--- src/rtl/uart_cmd_decoder.sv ---
// UART register-access command decoder: count/address registers, read-back over tx,
// and single memory write/read requests with an ACK byte on completion.
//
// state | meaning
// IDLE  | waiting for a command byte
// ARG   | write command latched, waiting for its argument byte (timed)
// RESP  | byte presented on tx, waiting for tx_ready
// MEM   | memory request outstanding, waiting for mem_ack
module uart_cmd_decoder #(
   parameter int          TIMEOUT_CYCLES = 1000000,
   parameter logic [7:0]  ACK_BYTE       = 8'hAA
) (
   input  logic        clk,
   input  logic        reset,
   input  logic        rx_valid,
   input  logic [7:0]  rx_data,
   input  logic        tx_ready,
   output logic        tx_valid,
   output logic [7:0]  tx_data,
   output logic [7:0]  mem_count,
   output logic [31:0] mem_addr,
   output logic        mem_req,
   output logic        mem_we,
   input  logic        mem_ack,
   output logic        busy,
   output logic        err
);

   localparam int CW = (TIMEOUT_CYCLES > 1) ? $clog2(TIMEOUT_CYCLES) : 1;
   localparam logic [CW-1:0] TMR_LOAD = CW'(TIMEOUT_CYCLES - 1);
   localparam logic [CW-1:0] TMR_ONE  = CW'(1);

   typedef enum logic [1:0] {IDLE, ARG, RESP, MEM} state_t;

   state_t        state, state_nxt;
   logic [2:0]    tgt, tgt_nxt;
   logic [CW-1:0] tmr, tmr_nxt;
   logic [7:0]    tx_data_nxt, mem_count_nxt;
   logic [31:0]   mem_addr_nxt;
   logic          mem_we_nxt, err_nxt;

   assign tx_valid = (state == RESP);
   assign mem_req  = (state == MEM);
   assign busy     = (state != IDLE);

   always_ff @(posedge clk or posedge reset) begin
      if (reset) begin
         state     <= IDLE;
         tgt       <= 3'd0;
         tmr       <= '0;
         tx_data   <= 8'h00;
         mem_count <= 8'h00;
         mem_addr  <= 32'h0;
         mem_we    <= 1'b0;
         err       <= 1'b0;
      end else begin
         state     <= state_nxt;
         tgt       <= tgt_nxt;
         tmr       <= tmr_nxt;
         tx_data   <= tx_data_nxt;
         mem_count <= mem_count_nxt;
         mem_addr  <= mem_addr_nxt;
         mem_we    <= mem_we_nxt;
         err       <= err_nxt;
      end
   end

   // tgt: 0 = count, 1..4 = address byte 0..3
   always_comb begin
      state_nxt     = state;
      tgt_nxt       = tgt;
      tmr_nxt       = tmr;
      tx_data_nxt   = tx_data;
      mem_count_nxt = mem_count;
      mem_addr_nxt  = mem_addr;
      mem_we_nxt    = mem_we;
      err_nxt       = 1'b0;
      case (state)
         IDLE: begin
            if (rx_valid) begin
               case (rx_data)
                  8'h61, 8'h63, 8'h64, 8'h65, 8'h66: begin
                     tgt_nxt   = (rx_data == 8'h61) ? 3'd0 : rx_data[2:0] - 3'd2;
                     tmr_nxt   = TMR_LOAD;
                     state_nxt = ARG;
                  end
                  8'h62: begin tx_data_nxt = mem_count;       state_nxt = RESP; end
                  8'h67: begin tx_data_nxt = mem_addr[7:0];   state_nxt = RESP; end
                  8'h68: begin tx_data_nxt = mem_addr[15:8];  state_nxt = RESP; end
                  8'h69: begin tx_data_nxt = mem_addr[23:16]; state_nxt = RESP; end
                  8'h6A: begin tx_data_nxt = mem_addr[31:24]; state_nxt = RESP; end
                  8'hD0: begin mem_we_nxt = 1'b1; state_nxt = MEM; end
                  8'hD1: begin mem_we_nxt = 1'b0; state_nxt = MEM; end
                  default: err_nxt = 1'b1;
               endcase
            end
         end
         ARG: begin
            // an argument arriving on the timeout cycle still wins
            if (rx_valid) begin
               case (tgt)
                  3'd0:    mem_count_nxt          = rx_data;
                  3'd1:    mem_addr_nxt[7:0]      = rx_data;
                  3'd2:    mem_addr_nxt[15:8]     = rx_data;
                  3'd3:    mem_addr_nxt[23:16]    = rx_data;
                  3'd4:    mem_addr_nxt[31:24]    = rx_data;
                  default: mem_count_nxt          = mem_count;
               endcase
               state_nxt = IDLE;
            end else if (tmr == '0) begin
               err_nxt   = 1'b1;
               state_nxt = IDLE;
            end else begin
               tmr_nxt = tmr - TMR_ONE;
            end
         end
         RESP: begin
            err_nxt = rx_valid;
            if (tx_ready) state_nxt = IDLE;
         end
         MEM: begin
            err_nxt = rx_valid;
            if (mem_ack) begin
               tx_data_nxt = ACK_BYTE;
               state_nxt   = RESP;
            end
         end
         default: state_nxt = IDLE;
      endcase
   end

endmodule

--- config.mk ---
export PLATFORM = sky130hd
export DESIGN_NAME = uart_cmd_decoder
export DESIGN_NICKNAME = d
export VERILOG_FILES = /design/src/rtl/uart_cmd_decoder.sv
export SDC_FILE = /design/constraint.sdc
export NUM_CORES = 1
export LEC_CHECK = 0
export ABC_AREA = 1
export CORE_ASPECT_RATIO = 0.75
export CORE_MARGIN = 1.5
export CORE_UTILIZATION = 25
export DETAILED_ROUTE_END_ITERATION = 8
export REMOVE_ABC_BUFFERS = 1
export SLEW_MARGIN = 20
export SYNTH_ARGS = -nofsm -noshare
export SYNTH_HDL_FRONTEND = slang
export SYNTH_SLANG_ARGS = --single-unit
--- constraint.sdc ---
create_clock -name clk -period 5.4 [get_ports clk]
set_input_delay 0.81 -clock clk [delete_from_list [all_inputs] [get_ports clk]]
set_output_delay 0.81 -clock clk [all_outputs]
set_load 0.01 [all_outputs]
### Word-level counts from Yosys, hierarchy flattened

Index checks and enable logic that the tools add are counted.

* register bits: 75
* output and inout port bits: 53
* logic and storage cells: 86

* add/sub/neg operators: 2
* eq/ne operators: 28
* multiplexer cells: 23
* reductions and logical operators: 22

Operator list (count)
* $eq 8x7->1 const B: 10
* $mux 20: 4
* $pmux 20 s2: 1
* $pmux 8 s5: 1
* $reduce_and 3->1: 7
* $logic_not 20->1: 1
* $sub 20x1->20 const B: 1
* $eq 8x8->1 const B: 2
* $mux 8: 2
* $pmux 8 s2: 1
* $reduce_or 12->1: 1
* $mux 2: 5
* $reduce_and 5->1: 2
* $reduce_or 5->1: 2
* $ne 2x2->1 const B: 4
* $pmux 2 s4: 1
* $reduce_bool 2->1: 4
* $eq 3x2->1 const B: 2
* $ne 6x1->1 const B: 1
* $pmux 2 s3: 1
* $eq 2x2->1 const B: 2
* $mux 1: 4
* $ne 2x1->1 const B: 2
* $ne 4x3->1 const B: 1
* 12 further kinds: 13

### Logic depth before layout (Yosys ltp)

* depth after elaboration: 5
* gate-level depth with buffers: 11
* mapped depth without buffers: 11

### Least setup slack after synthesis

OpenSTA, ideal clock, no wires.

* path type: input -> register
* start: input port rx_data[2]
* end: register tx_data[0]
* library setup time: 65 ps
* arrival: 1885 ps
* setup slack: 3449 ps
* stages on the path: 9
* path buffers: 0
* cell sequence: inv_2 nand2_1 nor2_4 nand2_1 nand2_1 nor2_2 a21boi_2 nand3_1 nand2_1

* longest elaborated chain between the ends: 4

RTL lines
* from (decl): line 16 `input logic [7:0] rx_data,`
* $eq 8x7->1: line 81 `case (rx_data)`
* $pmux 8 s5: line 81
* $mux 8: line 80 `if (rx_valid) begin`
* $pmux 8 s2: line 78 `case (state)`
* to (signal assigned): line 60 `tx_data <= tx_data_nxt;`
* to (decl): line 19 `output logic [7:0] tx_data,`

Parallel ways exist; a longest one is shown, timed or not. The select of a mux whose other input is x is not followed.
A chain may end at the register's enable or synchronous reset.

### Worst setup path after layout

* start: input port rx_data[7]
* end: register tmr[13]

* longest elaborated chain between the ends: 4

RTL lines
* $eq 8x7->1: line 81
* $reduce_or 5->1 *
* $ne 2x1->1 (no source line) *
* $reduce_and 5->1 (no source line) *
* to (signal assigned): line 59 `tmr <= tmr_nxt;`
* to (decl): line 37 `logic [CW-1:0] tmr, tmr_nxt;`

Every way passes the cells marked *; elsewhere a longest branch is shown, timed or not.

==> results.md <==
- Run status: finished clean
- Number of vias after detailed routing: 3,786
- DRC marker count from the first detailed-route iteration: around 260
- CTS H-Tree Depth: 3
- Peak supply drop: 0.175 mV
- Largest stage delay on the critical path: ~0.56 ns
- Launch point of the worst hold path: tx_data[6]$_DFFE_PP0P_
- Worst Hold End: tx_data[6]$_DFFE_PP0P_
- Synthesized instance count: 565
- Via count of the first global-routing pass: between 3,000 and 4,000
- Number of buffers inserted by post-CTS setup repair: 0
- Floorplan die width: 152 um
- Setup Total Neg Slack: 0 ns
- Fraction of synthesized cell area taken by the top area cell type: 0.453
- Area of the multi-input gates: ~2000 um2
- Count of antenna-violating nets left after detailed routing: 0
- Slew Viols, Final: 0
- End of the worst register-to-register path: tmr[13]$_DFFE_PP0P_
- Beginning of the worst register-to-register path: tmr[11]$_DFFE_PP0P_
- Number of enable flip-flop cells after synthesis: 0
- Biggest area consumer among synthesized cells: sky130_fd_sc_hd__dfrtp_1
- CP bufs+invs: 3
- Most frequent cell after synthesis: sky130_fd_sc_hd__nand2_1
- Port buffer count: between 60 and 70
- Antenna violations before repair: 0
- Warning count from the yosys run: 0
- Total congestion overflow after global routing: 0
- First-pass DRT Iterations: 5
- Layout overhead on the synthesized area: 27.9%
- F_max: about 300 MHz
- Total detailed-routing wirelength: about 12,000 um
- Synth Cell Area: 4140 um2
- Wire length of the first global-routing pass: around 19,000 um
- Global-route usage over all layers: 0.146
- Critical Path Sink Type: flip-flop
- Number of max-cap violations: 0
- Master cell of the clock root buffer: sky130_fd_sc_hd__clkbuf_16
- Register Area: roughly 1900 um2
- Async S/R FF share, synth: 1.00
- Most repeated library cell on the critical path: sky130_fd_sc_hd__nand2_1
- Share of layout cells above drive strength 1: 0.0649
- Setup violations, final: 0
- Biggest fanout along the worst timing path: 34
- Top cells by area, synth: sky130_fd_sc_hd__dfrtp_1, sky130_fd_sc_hd__nand2_1, sky130_fd_sc_hd__nor2_1, sky130_fd_sc_hd__nand3_1, sky130_fd_sc_hd__inv_1
- #FFs+latches synth: 75
- Instance count after placement with tap cells included: 826
- Headroom to the max-slew limit: 0.360
- Count of filler cells inserted in the layout: around 1,700
- Area of placed instances: 4970 um2
- Clock latency on the worst-skew pair: about 0.35 ns
- Post-cts sizing count: 0
- Setup skew after layout: between 0.01 and 0.015 ns
- Post-cts hold buffer count: 0
- CTS tree: done
- Bufs on Longest Clock Path: 2
- Pin count of the biggest net entering global routing: 42
- Startpoint type of the worst setup path: input port
- Weighted congestion at the end of routability-driven global placement: 0.862
- Antenna diode count: 0
- Arrival time at the worst endpoint: 3.65 ns
- Clk slew on worst S/H paths: 0.06 ns
- Non-Filler Cell Area, Final: approximately 5300 um2
- Site row count: 40
- Number of distinct library cells after synthesis: 30
- Syn_area_per_cell: 7.33 um2
- Cell type group with the largest total delay on the critical path: simple AND/OR/NAND/NOR gates
- Non-filler instance count after layout: ~840
- Predominant post-synthesis flop cell: sky130_fd_sc_hd__dfrtp_1
- Number of clock buffers inserted by TritonCTS: 9
- Setup repair after global routing missed its margin: no
- Type of the tightest min-delay check: flip-flop to flip-flop
- Die extent in y: 114 um
- Post-DR wirelength/cell: ~14 um
- Slowest cell on crit path: sky130_fd_sc_hd__nor2_4
- Ratio of final minimum period to clock period: 0.625
- Most common library cells after synthesis: sky130_fd_sc_hd__nand2_1, sky130_fd_sc_hd__nor2_1, sky130_fd_sc_hd__dfrtp_1
- Hold Path Depth: 2
- Reg-to-reg slack, setup: 2.95 ns
- LEAKAGE: 2.52 nW
- Pwr/cell area: ~540 nW/um2
- Number of primary I/O pins: between 60 and 70
- Final-report hold violation count: 0
- Worst endpoint required time: 5.68 ns
- Die outline area: 17,400 um2
- Number of cells on the worst reg-to-reg path: 10
- Effective utilization at floorplan: 0.257
- Number of design rule violations left after detail routing: 0
- Measured slew at the worst slew-check pin: ~0.96 ns
- Core footprint: between 15,000 and 20,000 um2
- Count of clock tree sinks: 75
- NumNets Final: around 640
- Cell-by-cell listing of the critical path: clkdlybuf4s50_1 > inv_1 > nand2_1 > nor2_4 > nand3_1 > nand2_1 > nand2_1 > nand2_1 > nand2_1 > inv_2 > nand2_1 > nand2_1
- Start-to-end type of the worst setup path: input port to flip-flop
- Sequential area share after synthesis: 0.453
- Avg Vias per Cell: 4.50
- Post-layout min period: ~3.4 ns
- Post-detail-place hpwl: ~8700 um
[tightest hold or removal path, cell delays in order, from the launching register on]
cell	delay, ns
sky130_fd_sc_hd__dfrtp_1	0.34
sky130_fd_sc_hd__nand2_1	0.05
sky130_fd_sc_hd__nand2_1	0.05
[placed cells by master (no fill, tap or decap), types with 6 or more instances in the layout]
cell type	instances
sky130_fd_sc_hd__nor2_1	91
sky130_fd_sc_hd__clkbuf_16	9
sky130_fd_sc_hd__a21oi_2	6
sky130_fd_sc_hd__nand4_1	8
sky130_fd_sc_hd__nand2_1	179
sky130_fd_sc_hd__dfrtp_1	75
sky130_fd_sc_hd__inv_1	35
sky130_fd_sc_hd__o21ai_1	8
sky130_fd_sc_hd__o21ai_0	25
sky130_fd_sc_hd__nand3_1	63
sky130_fd_sc_hd__clkdlybuf4s50_1	65
sky130_fd_sc_hd__a21oi_1	19
sky130_fd_sc_hd__xor2_1	8
[worst max path at each step]
stage,from,slack (ns),to,cells after the start
after detailed placement,rx_data[7],1.66,tmr[13]$_DFFE_PP0P_,12
after global routing,rx_data[4],1.60,tmr[10]$_DFFE_PP0P_,12
after floorplan,reset,2.68,err$_DFF_PP0_,1
after global placement,rx_data[7],1.72,tmr[17]$_DFFE_PP0P_,12
final,rx_data[7],2.03,tmr[13]$_DFFE_PP0P_,12
after CTS,rx_data[7],2.02,tmr[13]$_DFFE_PP0P_,12
[through the flow]
stage | setup slack [ns] | utilization | hold WS [ns] | total power [mW]
after CTS | 2.02 | 0.329 | 0.481 | 2.88
after floorplan | 2.68 | - | 0.471 | 1.65
after detailed placement | 1.66 | 0.308 | 0.464 | 2.20
after global routing | 1.60 | 0.329 | 0.505 | 3.06
after global placement | 1.72 | 0.308 | 0.469 | 2.20
final | 2.03 | 0.329 | 0.476 | 2.85
[power by group]
group | switching (mW) | internal [mW] | total (mW) | leakage, nW
Combinational | 0.641 | 0.541 | 1.18 | 1.43
Sequential | 0.219 | 0.788 | 1.01 | 0.941
Clock | 0.250 | 0.408 | 0.658 | 0.149
Total | 1.11 | 1.74 | 2.85 | 2.52
[sequential cells by signal (all words and copies together), names as in the netlist]
signal	flops
mem_we	1
state	2
mem_count	8
mem_addr	32
tgt	3
tx_data	8
err	1
tmr	20
[cell families (layout without fill, tap and decap cells)]
kind of cell    count (synthesis)  count (layout)  share of synthesized area
flops                          75              75                      0.453
compound gates                 62              62                     0.0837
xor+xnor                       12              12                     0.0254
buf+inv                        56             123                     0.0598
fa+ha+maj                       2               2                    0.00604
simple gates                  358             358                      0.372
[layout make-up]
| class | count | area share |
|---|---|---|
| multi-input cells | 434 | 0.381 |
| flip-flops and latches | 75 | 0.354 |
| repair buffers | 66 | 0.124 |
| well taps | 210 | 0.0496 |
| clock buffers | 9 | 0.0425 |
| inverters | 41 | 0.0295 |
| clock inverters | 7 | 0.0189 |
[per-layer routing]
| metal | vias up | share of wire | track usage |
|---|---|---|---|
| li1 | 1952 | - | - |
| met2 | 96 | 0.40 | 0.193 |
| met5 | - | 0 | 0 |
| met4 | 0 | 0.013 | 0.0436 |
| met1 | 1729 | 0.54 | 0.232 |
| met3 | 9 | 0.049 | 0.0315 |
Note: power is estimated with default switching activity, not from simulation.
